### src/rtl/fb_port_arbiter_if.sv
// Bus bundle between the framebuffer port arbiter (slave) and its requesters plus the framebuffer RAM (master).
// Carries the LCD/CPU read and write handshakes, the clear controls and the RAM port signals.
interface fb_port_arbiter_if;
  logic        lcd_req;
  logic [31:0] lcd_addr;
  logic        lcd_ack;
  logic        lcd_rvalid;

  logic        cpu_rreq;
  logic [31:0] cpu_raddr;
  logic        cpu_rack;
  logic        cpu_rvalid;
  logic [7:0]  rdata;

  logic        cpu_wreq;
  logic [31:0] cpu_waddr;
  logic [7:0]  cpu_wdata;
  logic        cpu_wack;

  logic        clr_start;
  logic [7:0]  clr_value;
  logic        clr_busy;
  logic        clr_done;

  logic [31:0] fb_rad;
  logic [31:0] fb_wad;
  logic        fb_wre;
  logic [7:0]  fb_din;
  logic [7:0]  fb_dout;

  modport master (
    output lcd_req, lcd_addr, cpu_rreq, cpu_raddr, cpu_wreq, cpu_waddr, cpu_wdata,
           clr_start, clr_value, fb_dout,
    input  lcd_ack, lcd_rvalid, cpu_rack, cpu_rvalid, rdata, cpu_wack,
           clr_busy, clr_done, fb_rad, fb_wad, fb_wre, fb_din
  );

  modport slave (
    input  lcd_req, lcd_addr, cpu_rreq, cpu_raddr, cpu_wreq, cpu_waddr, cpu_wdata,
           clr_start, clr_value, fb_dout,
    output lcd_ack, lcd_rvalid, cpu_rack, cpu_rvalid, rdata, cpu_wack,
           clr_busy, clr_done, fb_rad, fb_wad, fb_wre, fb_din
  );
endinterface

### src/rtl/fb_port_arbiter.sv
// Framebuffer port arbiter: LCD scanout / CPU reads share the read port, CPU writes / clear engine share the write port.
// Optional clear engine built when FB_CLEAR_EN is defined.
module fb_port_arbiter #(
  parameter int unsigned FBSIZE     = 76800,
  parameter int unsigned STARVE_MAX = 15
) (
  input logic              clk,
  input logic              reset_n,
  fb_port_arbiter_if.slave bus
);
  localparam int unsigned    AW         = (FBSIZE > 1) ? $clog2(FBSIZE) : 1;
  localparam logic [31:0]    FBSIZE_W   = 32'(FBSIZE);
  localparam logic [AW-1:0]  LAST_ADDR  = AW'(FBSIZE - 1);
  localparam logic [7:0]     STARVE_LIM = 8'(STARVE_MAX);

  logic [7:0]    starve_q, starve_d;
  logic          cpu_win, lcd_grant, cpu_grant, rd_grant;
  logic [31:0]   rd_addr;
  logic          rd_in_range;
  logic [AW-1:0] rad_q;
  logic          s1_valid_q, s1_cpu_q, s1_oor_q;
  logic          lcd_rvalid_q, cpu_rvalid_q, s2_oor_q;

  logic          cpu_wgrant, wr_in_range;
  logic [AW-1:0] wad_q;
  logic [7:0]    din_q;
  logic          wre_q;

  logic          clr_busy, clr_done, clr_fill, clr_accept;
  logic [AW-1:0] clr_addr;
  logic [7:0]    clr_val;

  // Read arbitration: LCD has priority until a waiting CPU read has seen STARVE_MAX LCD grants.
  always_comb begin
    cpu_win     = bus.cpu_rreq & (~bus.lcd_req | (starve_q == STARVE_LIM));
    lcd_grant   = reset_n & bus.lcd_req & ~cpu_win;
    cpu_grant   = reset_n & cpu_win;
    rd_grant    = lcd_grant | cpu_grant;
    rd_addr     = cpu_win ? bus.cpu_raddr : bus.lcd_addr;
    rd_in_range = rd_addr < FBSIZE_W;
    starve_d    = starve_q;
    if (!bus.cpu_rreq || cpu_grant) begin
      starve_d = '0;
    end else if (lcd_grant && (starve_q != STARVE_LIM)) begin
      starve_d = starve_q + 8'd1;
    end
  end

  // Two-stage tag pipeline tracks owner and range of each read alongside the RAM latency.
  always_ff @(posedge clk) begin
    if (!reset_n) begin
      starve_q     <= '0;
      rad_q        <= '0;
      s1_valid_q   <= 1'b0;
      s1_cpu_q     <= 1'b0;
      s1_oor_q     <= 1'b0;
      lcd_rvalid_q <= 1'b0;
      cpu_rvalid_q <= 1'b0;
      s2_oor_q     <= 1'b0;
    end else begin
      starve_q <= starve_d;
      if (rd_grant && rd_in_range) begin
        rad_q <= rd_addr[AW-1:0];
      end
      s1_valid_q   <= rd_grant;
      s1_cpu_q     <= cpu_grant;
      s1_oor_q     <= rd_grant & ~rd_in_range;
      lcd_rvalid_q <= s1_valid_q & ~s1_cpu_q;
      cpu_rvalid_q <= s1_valid_q & s1_cpu_q;
      s2_oor_q     <= s1_oor_q;
    end
  end

  assign bus.lcd_ack    = lcd_grant;
  assign bus.cpu_rack   = cpu_grant;
  assign bus.lcd_rvalid = lcd_rvalid_q;
  assign bus.cpu_rvalid = cpu_rvalid_q;
  assign bus.rdata      = ((lcd_rvalid_q | cpu_rvalid_q) & ~s2_oor_q) ? bus.fb_dout : '0;
  assign bus.fb_rad     = 32'(rad_q);

`ifdef FB_CLEAR_EN
  typedef enum logic [1:0] {
    CLR_IDLE,
    CLR_FILL,
    CLR_DONE
  } clr_state_e;

  clr_state_e    state_q;
  logic [AW-1:0] clr_addr_q;
  logic [7:0]    clr_val_q;
  logic          clr_busy_q, clr_done_q;

  always_ff @(posedge clk) begin
    if (!reset_n) begin
      state_q    <= CLR_IDLE;
      clr_addr_q <= '0;
      clr_val_q  <= '0;
      clr_busy_q <= 1'b0;
      clr_done_q <= 1'b0;
    end else begin
      case (state_q)
        CLR_IDLE: begin
          if (bus.clr_start) begin
            state_q    <= CLR_FILL;
            clr_addr_q <= '0;
            clr_val_q  <= bus.clr_value;
            clr_busy_q <= 1'b1;
          end
        end
        CLR_FILL: begin
          clr_addr_q <= clr_addr_q + AW'(1);
          if (clr_addr_q == LAST_ADDR) begin
            state_q    <= CLR_DONE;
            clr_done_q <= 1'b1;
          end
        end
        CLR_DONE: begin
          state_q    <= CLR_IDLE;
          clr_busy_q <= 1'b0;
          clr_done_q <= 1'b0;
        end
        default: begin
          state_q    <= CLR_IDLE;
          clr_busy_q <= 1'b0;
          clr_done_q <= 1'b0;
        end
      endcase
    end
  end

  assign clr_busy   = clr_busy_q;
  assign clr_done   = clr_done_q;
  assign clr_fill   = (state_q == CLR_FILL);
  assign clr_accept = (state_q == CLR_IDLE) & bus.clr_start;
  assign clr_addr   = clr_addr_q;
  assign clr_val    = clr_val_q;
`else
  logic unused_clr;
  assign unused_clr = ^{bus.clr_start, bus.clr_value, LAST_ADDR};
  assign clr_busy   = 1'b0;
  assign clr_done   = 1'b0;
  assign clr_fill   = 1'b0;
  assign clr_accept = 1'b0;
  assign clr_addr   = '0;
  assign clr_val    = '0;
`endif

  // A clear starting this cycle owns the write port, so the CPU is held off in the same cycle.
  assign cpu_wgrant  = reset_n & bus.cpu_wreq & ~clr_busy & ~clr_accept;
  assign wr_in_range = bus.cpu_waddr < FBSIZE_W;

  always_ff @(posedge clk) begin
    if (!reset_n) begin
      wad_q <= '0;
      din_q <= '0;
      wre_q <= 1'b0;
    end else if (clr_fill) begin
      wad_q <= clr_addr;
      din_q <= clr_val;
      wre_q <= 1'b1;
    end else if (cpu_wgrant && wr_in_range) begin
      wad_q <= bus.cpu_waddr[AW-1:0];
      din_q <= bus.cpu_wdata;
      wre_q <= 1'b1;
    end else begin
      wre_q <= 1'b0;
    end
  end

  assign bus.cpu_wack = cpu_wgrant;
  assign bus.clr_busy = clr_busy;
  assign bus.clr_done = clr_done;
  assign bus.fb_wad   = 32'(wad_q);
  assign bus.fb_din   = din_q;
  assign bus.fb_wre   = wre_q;
endmodule
### src/flat_wrapper.sv
// flat-port wrapper written by rule: the top's interface ports become plain ports
module fb_port_arbiter_flat 
#(
  parameter int unsigned FBSIZE     = 76800,
  parameter int unsigned STARVE_MAX = 15
)
  (clk, reset_n, bus_lcd_req, bus_lcd_addr, bus_cpu_rreq, bus_cpu_raddr, bus_cpu_wreq, bus_cpu_waddr, bus_cpu_wdata, bus_clr_start, bus_clr_value, bus_fb_dout, bus_lcd_ack, bus_lcd_rvalid, bus_cpu_rack, bus_cpu_rvalid, bus_rdata, bus_cpu_wack, bus_clr_busy, bus_clr_done, bus_fb_rad, bus_fb_wad, bus_fb_wre, bus_fb_din);
  fb_port_arbiter_if bus_i ();
  input logic clk;
  input logic reset_n;
  input wire logic [$bits(bus_i.lcd_req)-1:0] bus_lcd_req;
  input wire logic [$bits(bus_i.lcd_addr)-1:0] bus_lcd_addr;
  input wire logic [$bits(bus_i.cpu_rreq)-1:0] bus_cpu_rreq;
  input wire logic [$bits(bus_i.cpu_raddr)-1:0] bus_cpu_raddr;
  input wire logic [$bits(bus_i.cpu_wreq)-1:0] bus_cpu_wreq;
  input wire logic [$bits(bus_i.cpu_waddr)-1:0] bus_cpu_waddr;
  input wire logic [$bits(bus_i.cpu_wdata)-1:0] bus_cpu_wdata;
  input wire logic [$bits(bus_i.clr_start)-1:0] bus_clr_start;
  input wire logic [$bits(bus_i.clr_value)-1:0] bus_clr_value;
  input wire logic [$bits(bus_i.fb_dout)-1:0] bus_fb_dout;
  output wire logic [$bits(bus_i.lcd_ack)-1:0] bus_lcd_ack;
  output wire logic [$bits(bus_i.lcd_rvalid)-1:0] bus_lcd_rvalid;
  output wire logic [$bits(bus_i.cpu_rack)-1:0] bus_cpu_rack;
  output wire logic [$bits(bus_i.cpu_rvalid)-1:0] bus_cpu_rvalid;
  output wire logic [$bits(bus_i.rdata)-1:0] bus_rdata;
  output wire logic [$bits(bus_i.cpu_wack)-1:0] bus_cpu_wack;
  output wire logic [$bits(bus_i.clr_busy)-1:0] bus_clr_busy;
  output wire logic [$bits(bus_i.clr_done)-1:0] bus_clr_done;
  output wire logic [$bits(bus_i.fb_rad)-1:0] bus_fb_rad;
  output wire logic [$bits(bus_i.fb_wad)-1:0] bus_fb_wad;
  output wire logic [$bits(bus_i.fb_wre)-1:0] bus_fb_wre;
  output wire logic [$bits(bus_i.fb_din)-1:0] bus_fb_din;
  assign bus_i.lcd_req = bus_lcd_req;
  assign bus_i.lcd_addr = bus_lcd_addr;
  assign bus_i.cpu_rreq = bus_cpu_rreq;
  assign bus_i.cpu_raddr = bus_cpu_raddr;
  assign bus_i.cpu_wreq = bus_cpu_wreq;
  assign bus_i.cpu_waddr = bus_cpu_waddr;
  assign bus_i.cpu_wdata = bus_cpu_wdata;
  assign bus_i.clr_start = bus_clr_start;
  assign bus_i.clr_value = bus_clr_value;
  assign bus_i.fb_dout = bus_fb_dout;
  assign bus_lcd_ack = bus_i.lcd_ack;
  assign bus_lcd_rvalid = bus_i.lcd_rvalid;
  assign bus_cpu_rack = bus_i.cpu_rack;
  assign bus_cpu_rvalid = bus_i.cpu_rvalid;
  assign bus_rdata = bus_i.rdata;
  assign bus_cpu_wack = bus_i.cpu_wack;
  assign bus_clr_busy = bus_i.clr_busy;
  assign bus_clr_done = bus_i.clr_done;
  assign bus_fb_rad = bus_i.fb_rad;
  assign bus_fb_wad = bus_i.fb_wad;
  assign bus_fb_wre = bus_i.fb_wre;
  assign bus_fb_din = bus_i.fb_din;
  fb_port_arbiter #(.FBSIZE(FBSIZE), .STARVE_MAX(STARVE_MAX)) u_core (.clk(clk), .reset_n(reset_n), .bus(bus_i));
endmodule
### config.mk
export PLATFORM = sky130hd
export DESIGN_NAME = fb_port_arbiter_flat
export DESIGN_NICKNAME = d
export VERILOG_FILES = /design/src/rtl/fb_port_arbiter_if.sv /design/src/rtl/fb_port_arbiter.sv /design/src/flat_wrapper.sv
export SDC_FILE = /design/constraint.sdc
export NUM_CORES = 1
export LEC_CHECK = 0
export BUFFER_PORTS_ARGS = -buffer_cell sky130_fd_sc_hd__buf_2
export CAP_MARGIN = 20
export CORE_UTILIZATION = 25
export DETAILED_ROUTE_END_ITERATION = 7
export HOLD_SLACK_MARGIN = 0.03
export PLACE_DENSITY = 0.65
export SYNTH_ARGS = -nofsm -noshare
export SYNTH_HDL_FRONTEND = slang
export SYNTH_SLANG_ARGS = --single-unit
export TNS_END_PERCENT = 1
### constraint.sdc
create_clock -name clk -period 4 [get_ports clk]
set_input_delay 0.2 -clock clk [delete_from_list [all_inputs] [get_ports clk]]
set_output_delay 0.2 -clock clk [all_outputs]
set_load 0.03 [all_outputs]
# Word level (Yosys, flattened, before mapping)
# Index checks and enable logic that the tools add are counted.
dict set report word_totals {
  register_bits 57
  out_inout_bits 88
}
dict set report classes {
  n_addsub 1
  magnitude_cmp 2
  eq_ne 2
  muxes 3
  bitwise_logic 18
  reduce_logical 6
}
# op n
set op_table {}
lappend op_table {{32-bit by 17-bit less-than comparator with 1-bit output (second input constant)} 2}
lappend op_table {{32-bit two-way mux} 1}
lappend op_table {{1-bit AND} 9}
lappend op_table {{8-bit by 1-bit adder with 8-bit output (second input constant)} 1}
lappend op_table {{8-bit by 4-bit == test with 1-bit output (second input constant)} 1}
lappend op_table {{8-bit two-way mux} 1}
lappend op_table {{8-bit by 4-bit != test with 1-bit output (second input constant)} 1}
lappend op_table {{1-bit NOT} 6}
lappend op_table {{1-bit logical AND} 3}
lappend op_table {{1-bit OR} 3}
lappend op_table {{2-bit OR reduction} 1}
lappend op_table {{1-bit zero test} 1}
lappend op_table {{1-bit logical OR} 1}
lappend op_table {{1-bit two-way mux} 1}

# Longest topological paths before layout
dict set report logic_depth {
  word_depth 7
  depth_mapped 7
  depth_no_buf 6
}

# Worst setup path after synthesis
# Ideal clock, no wire load.
dict set report synth_path {
  kind {in2reg}
  from {in bus_cpu_waddr[11]}
  to {reg u_core.din_q[0], in the netlist u_core.bus.fb_din[0]}
  setup_time_ns 0.116
  t_arrival_ns 1.796
  path_slack_ns 2.088
  cell_stages 6
  cell_sequence {a21o_1 > a211o_1 > a2111oi_4 > buf_8 > mux2i_1 > nor2b_1}
}
dict set report synth_via {
  elab_chain_cells 2
}
# item line_no
set synth_lines {}
lappend synth_lines {{from (decl)} flat_wrapper.sv:16} ;# input wire logic [$bits(bus_i.cpu_waddr)-1:0] bus_cpu_waddr;
lappend synth_lines {{32-bit by 17-bit less-than comparator with 1-bit output} fb_port_arbiter.sv:150} ;# assign wr_in_range = bus.cpu_waddr < FBSIZE_W;
lappend synth_lines {{1-bit logical AND} fb_port_arbiter.sv:161} ;# end else if (cpu_wgrant && wr_in_range) begin
lappend synth_lines {{to (signal assigned)} fb_port_arbiter.sv:159} ;# din_q <= clr_val;
lappend synth_lines {{to (signal assigned)} fb_port_arbiter.sv:163} ;# din_q <= bus.cpu_wdata;
lappend synth_lines {{to (decl)} fb_port_arbiter.sv:26} ;# logic [7:0] din_q;
# No other way between the ends.
# A chain may end at the register's enable or synchronous reset.

# Worst setup path in the final report
dict set report layout_path {
  from {reg u_core.starve_q[4]}
  to {out bus_lcd_ack}
}
dict set report layout_via {
  elab_chain_cells 5
}
# item line_no
set layout_lines {}
lappend layout_lines {{from (decl)} fb_port_arbiter.sv:16} ;# logic [7:0] starve_q, starve_d;
lappend layout_lines {{from (signal assigned)} fb_port_arbiter.sv:61} ;# starve_q <= starve_d;
lappend layout_lines {{8-bit by 4-bit == test with 1-bit output} fb_port_arbiter.sv:35} ;# cpu_win = bus.cpu_rreq & (~bus.lcd_req | (starve_q == STARVE_LIM));
lappend layout_lines {{1-bit OR} fb_port_arbiter.sv:35}
lappend layout_lines {{1-bit AND} fb_port_arbiter.sv:35}
lappend layout_lines {{1-bit NOT} fb_port_arbiter.sv:36} ;# lcd_grant = reset_n & bus.lcd_req & ~cpu_win;
lappend layout_lines {{1-bit AND} fb_port_arbiter.sv:36}
lappend layout_lines {{to (decl)} flat_wrapper.sv:21} ;# output wire logic [$bits(bus_i.lcd_ack)-1:0] bus_lcd_ack;
# No other way between the ends.

==> impl_summary.txt <==
----------------------------------------------------
[Final layout]
  Final design utilization ... 0.3666
  Total area of sequential cells ... around 0.0011 mm²
  Inserted Diodes ... 0
  Number of standard cells in the layout, taps in and fillers out ... around 620
  Post-layout net count ... 600
  Synth-to-Final Area Change ... 40.71%
  Proportion of layout cells with a drive suffix above 1 ... 0.4393
  Area of combinational cells with multiple inputs ... approximately 0.0015 mm²
  Number of fillers in the final layout ... around 1,100

[CTS]
  Post CTS Setup Buffer Count ... 0
  CTS-repair resized insts ... 0
  Number of buffers created by CTS ... 9
  Post-CTS Hold Buffers ... 0
  Clock tree from TritonCTS ... yes
  Clock Latency Late Sink ... between 0.3 and 0.4 ns
  CTS Sinks ... 57
  Master cell of the clock root buffer ... sky130_fd_sc_hd__clkbuf_16
  CTS clock-pin slew for the worst setup and hold paths ... ~0.050 ns
  Largest buffer count on any clock path ... 2
  CTS H-tree depth ... 3

[Logic synthesis]
  Most instantiated cells after synthesis ... 57 x sky130_fd_sc_hd__dfxtp_1, 42 x sky130_fd_sc_hd__mux2i_1, 39 x sky130_fd_sc_hd__nand2_1
  Synth Warn # ... 0
  Most frequent cell after synthesis ... sky130_fd_sc_hd__dfxtp_1
  Library cell occupying the most area in the post-synthesis netlist ... sky130_fd_sc_hd__dfxtp_1
  Avg Inst Size Synth ... 9.580 µm²
  Proportion of synthesized chip area in sequential cells ... 0.3970
  Primary FF master, synth ... sky130_fd_sc_hd__dfxtp_1
  Flops & latches, synth ... 57
  Post-synth EDFFs ... 0
  Share of Yosys cell area claimed by the top area cell type ... 0.3970
  Post-synth design cell area ... ~0.0029 mm²
  Synthesized instance count ... 300
  Async set-reset flop share out of synthesis ... 0
  Cells taking the most area after synthesis ... sky130_fd_sc_hd__dfxtp_1 40%, sky130_fd_sc_hd__mux2i_1 15%, sky130_fd_sc_hd__buf_4 8.6%
  Post-synth cell types ... 37

[Timing]
  Total count of max-transition violations in the final report ... 0
  Clock period minus final worst setup slack ... 2.481 ns
  Fraction of the cycle the final worst path needs ... 0.6204
  Setup repair after global routing missed its margin ... false
  Setup_tns ... 0 ns
  Number of setup violations in the final report ... 0
  Final setup slack of the worst path ... 1.519 ns
  Total count of hold-check failures in the final report ... 0
  Slew Limit Headroom ... 0.5800
  Clock Skews ... about 0.0054 ns
  Least-Margin Pin Slew ... approximately 0.63 ns
  Fmax ... slightly above 400 MHz

[Critical path]
  CP endpoint kind ... output pin
  Crit path max fanout ... 13
  Arr. time, crit path ... around 2.3 ns
  Required @ worst endpoint ... about 3.8 ns
  Kind of critical path ... flop to output pin
  Kind of launch point of the worst setup path ... flop

[GRT]
  Global-route wire length before repair ... about 11 mm
  Total Routing Usage GR ... 0.1199
  Global-route congestion overflow total ... 0
  Antenna violations before repair ... 0
  Vias in the first global route ... 2,439
  Largest net degree at the start of global routing ... 69

[Power]
  Peak ir drop on the vdd network ... approximately 0.17 mV
  Total power density per cell area ... between 300 and 400 mW/mm²
  Leakage component of the power ... approximately 2 nW

[Status]
  Result of the run ... finished, final reports clean

[Routing]
  Routed length per instance ... 11.55 µm
  Drt total wl ... slightly above 7 mm
  Number of vias after detailed routing ... about 2,600
  Mean number of vias per cell ... around 4.2
  Drt first-iter violations ... 42
  # DRC ... 0
  Post-DRT Antenna Nets ... 0
  First drt pass iteration count ... 4

[Placement]
  DP HPWL ... approximately 5.5 mm
  Total instance count after detailed placement ... 602
  Pre-CTS setup slack ... ~1.6 ns
  Number of I/O port buffers ... approximately 170
  Placer congestion estimate ... 0.6964

[Die]
  Row count ... 38
  Number of top-level design ports ... around 210
  DIE HEIGHT ... 109.2 µm
  DIE AREA ... around 0.012 mm²
  Chip width ... 109.2 µm
  Core Footprint ... roughly 0.011 mm²
  Initial cell density of the core ... 0.2605

[Worst hold path]
  Class of the tightest hold or removal check ... input pin to flop

[Run]
  Max-Cap Viols ... 0

----------------------------------------------------
[flip-flops by register name (all words and copies together), names as in the netlist]
| signal | flops |
|---|---|
| u_core.s1_oor_q | 1 |
| u_core.bus.fb_wre | 1 |
| u_core.bus.fb_din | 8 |
| u_core.rad_q | 17 |
| u_core.bus.lcd_rvalid | 1 |
| u_core.s1_cpu_q | 1 |
| u_core.starve_q | 8 |
| u_core.wad_q | 17 |
| u_core.bus.cpu_rvalid | 1 |
| u_core.s2_oor_q | 1 |
| u_core.s1_valid_q | 1 |
[critical path, cell delays in order, from the launching register on]
cell	delay [ns]
sky130_fd_sc_hd__dfxtp_1	0.34
sky130_fd_sc_hd__or4_1	0.59
sky130_fd_sc_hd__o22ai_2	0.47
sky130_fd_sc_hd__buf_4	0.32
sky130_fd_sc_hd__nor2_1	0.07
sky130_fd_sc_hd__buf_2	0.18
[path summary, 6_finish.rpt]
path | startpoint | to | slack [ns] | depth (start not counted)
setup / recovery | u_core.starve_q[4] | bus_lcd_ack | 1.52 | 5
hold / removal | bus_cpu_waddr[6] | u_core.wad_q[6] | 0.14 | 3
hold reg to reg | u_core.s1_cpu_q | u_core.bus.lcd_rvalid | 0.41 | 1
setup reg to reg | u_core.starve_q[4] | u_core.rad_q[14] | 1.59 | 5
[metal layers]
metal	vias to the layer above	GRT usage	wire length, µm
li1	1301	-	-
met1	1178	0.1246	2845
met2	103	0.2210	3658
met3	11	0.04722	538
met4	0	0.03429	94
met5	-	0	0
[per-stage QoR]
| stage | total power, W | hold WS, ns | area [µm²] |
|---|---|---|---|
| floorplan | 0.0007080 | 0.3162 | 2990 |
| global placement | 0.0007531 | 0.3930 | 3735 |
| detailed placement | 0.0007570 | 0.4042 | 3735 |
| CTS | 0.001556 | 0.1324 | 4044 |
| global route | 0.001596 | 0.1463 | 4044 |
| finish | 0.001526 | 0.1392 | 4044 |
[final cells by class]
cell class | instances | share of cell area
tap | 140 | 0.04332
clock buffer | 14 | 0.06776
inverter | 4 | 0.003713
sequential | 57 | 0.2822
clock inverter | 2 | 0.008663
multi-input combinational | 226 | 0.3759
timing repair buffer | 175 | 0.2184
[cells in the final DEF (no fill, tap or decap), drive strengths merged, types with 12 or more instances in the layout]
master,count
and2,12
buf,175
clkbuf,14
conb,32
dfxtp,57
mux2,17
mux2i,42
nand2,39
nor2,13
nor2b,25
[cells by family after synthesis]
| group | Yosys count | share of synthesized area |
|---|---|---|
| XOR/XNOR | 6 | 0.01828 |
| flip-flops | 57 | 0.3970 |
| AO/OA/AOI/OAI | 13 | 0.04571 |
| adder cells (fa/ha/maj) | 1 | 0.004353 |
| AND/OR/NAND/NOR | 115 | 0.2059 |
| other | 1 | 0.001305 |
| multiplexers | 59 | 0.2129 |
| buffers and inverters | 48 | 0.1145 |
[where the power goes]
part / internal, W / switching, W
logic: 0.0000715 / 0.0000998
clock network: 0.000532 / 0.000249
registers: 0.000572 / 0.00000141
Power figures use the tool's default switching activity.
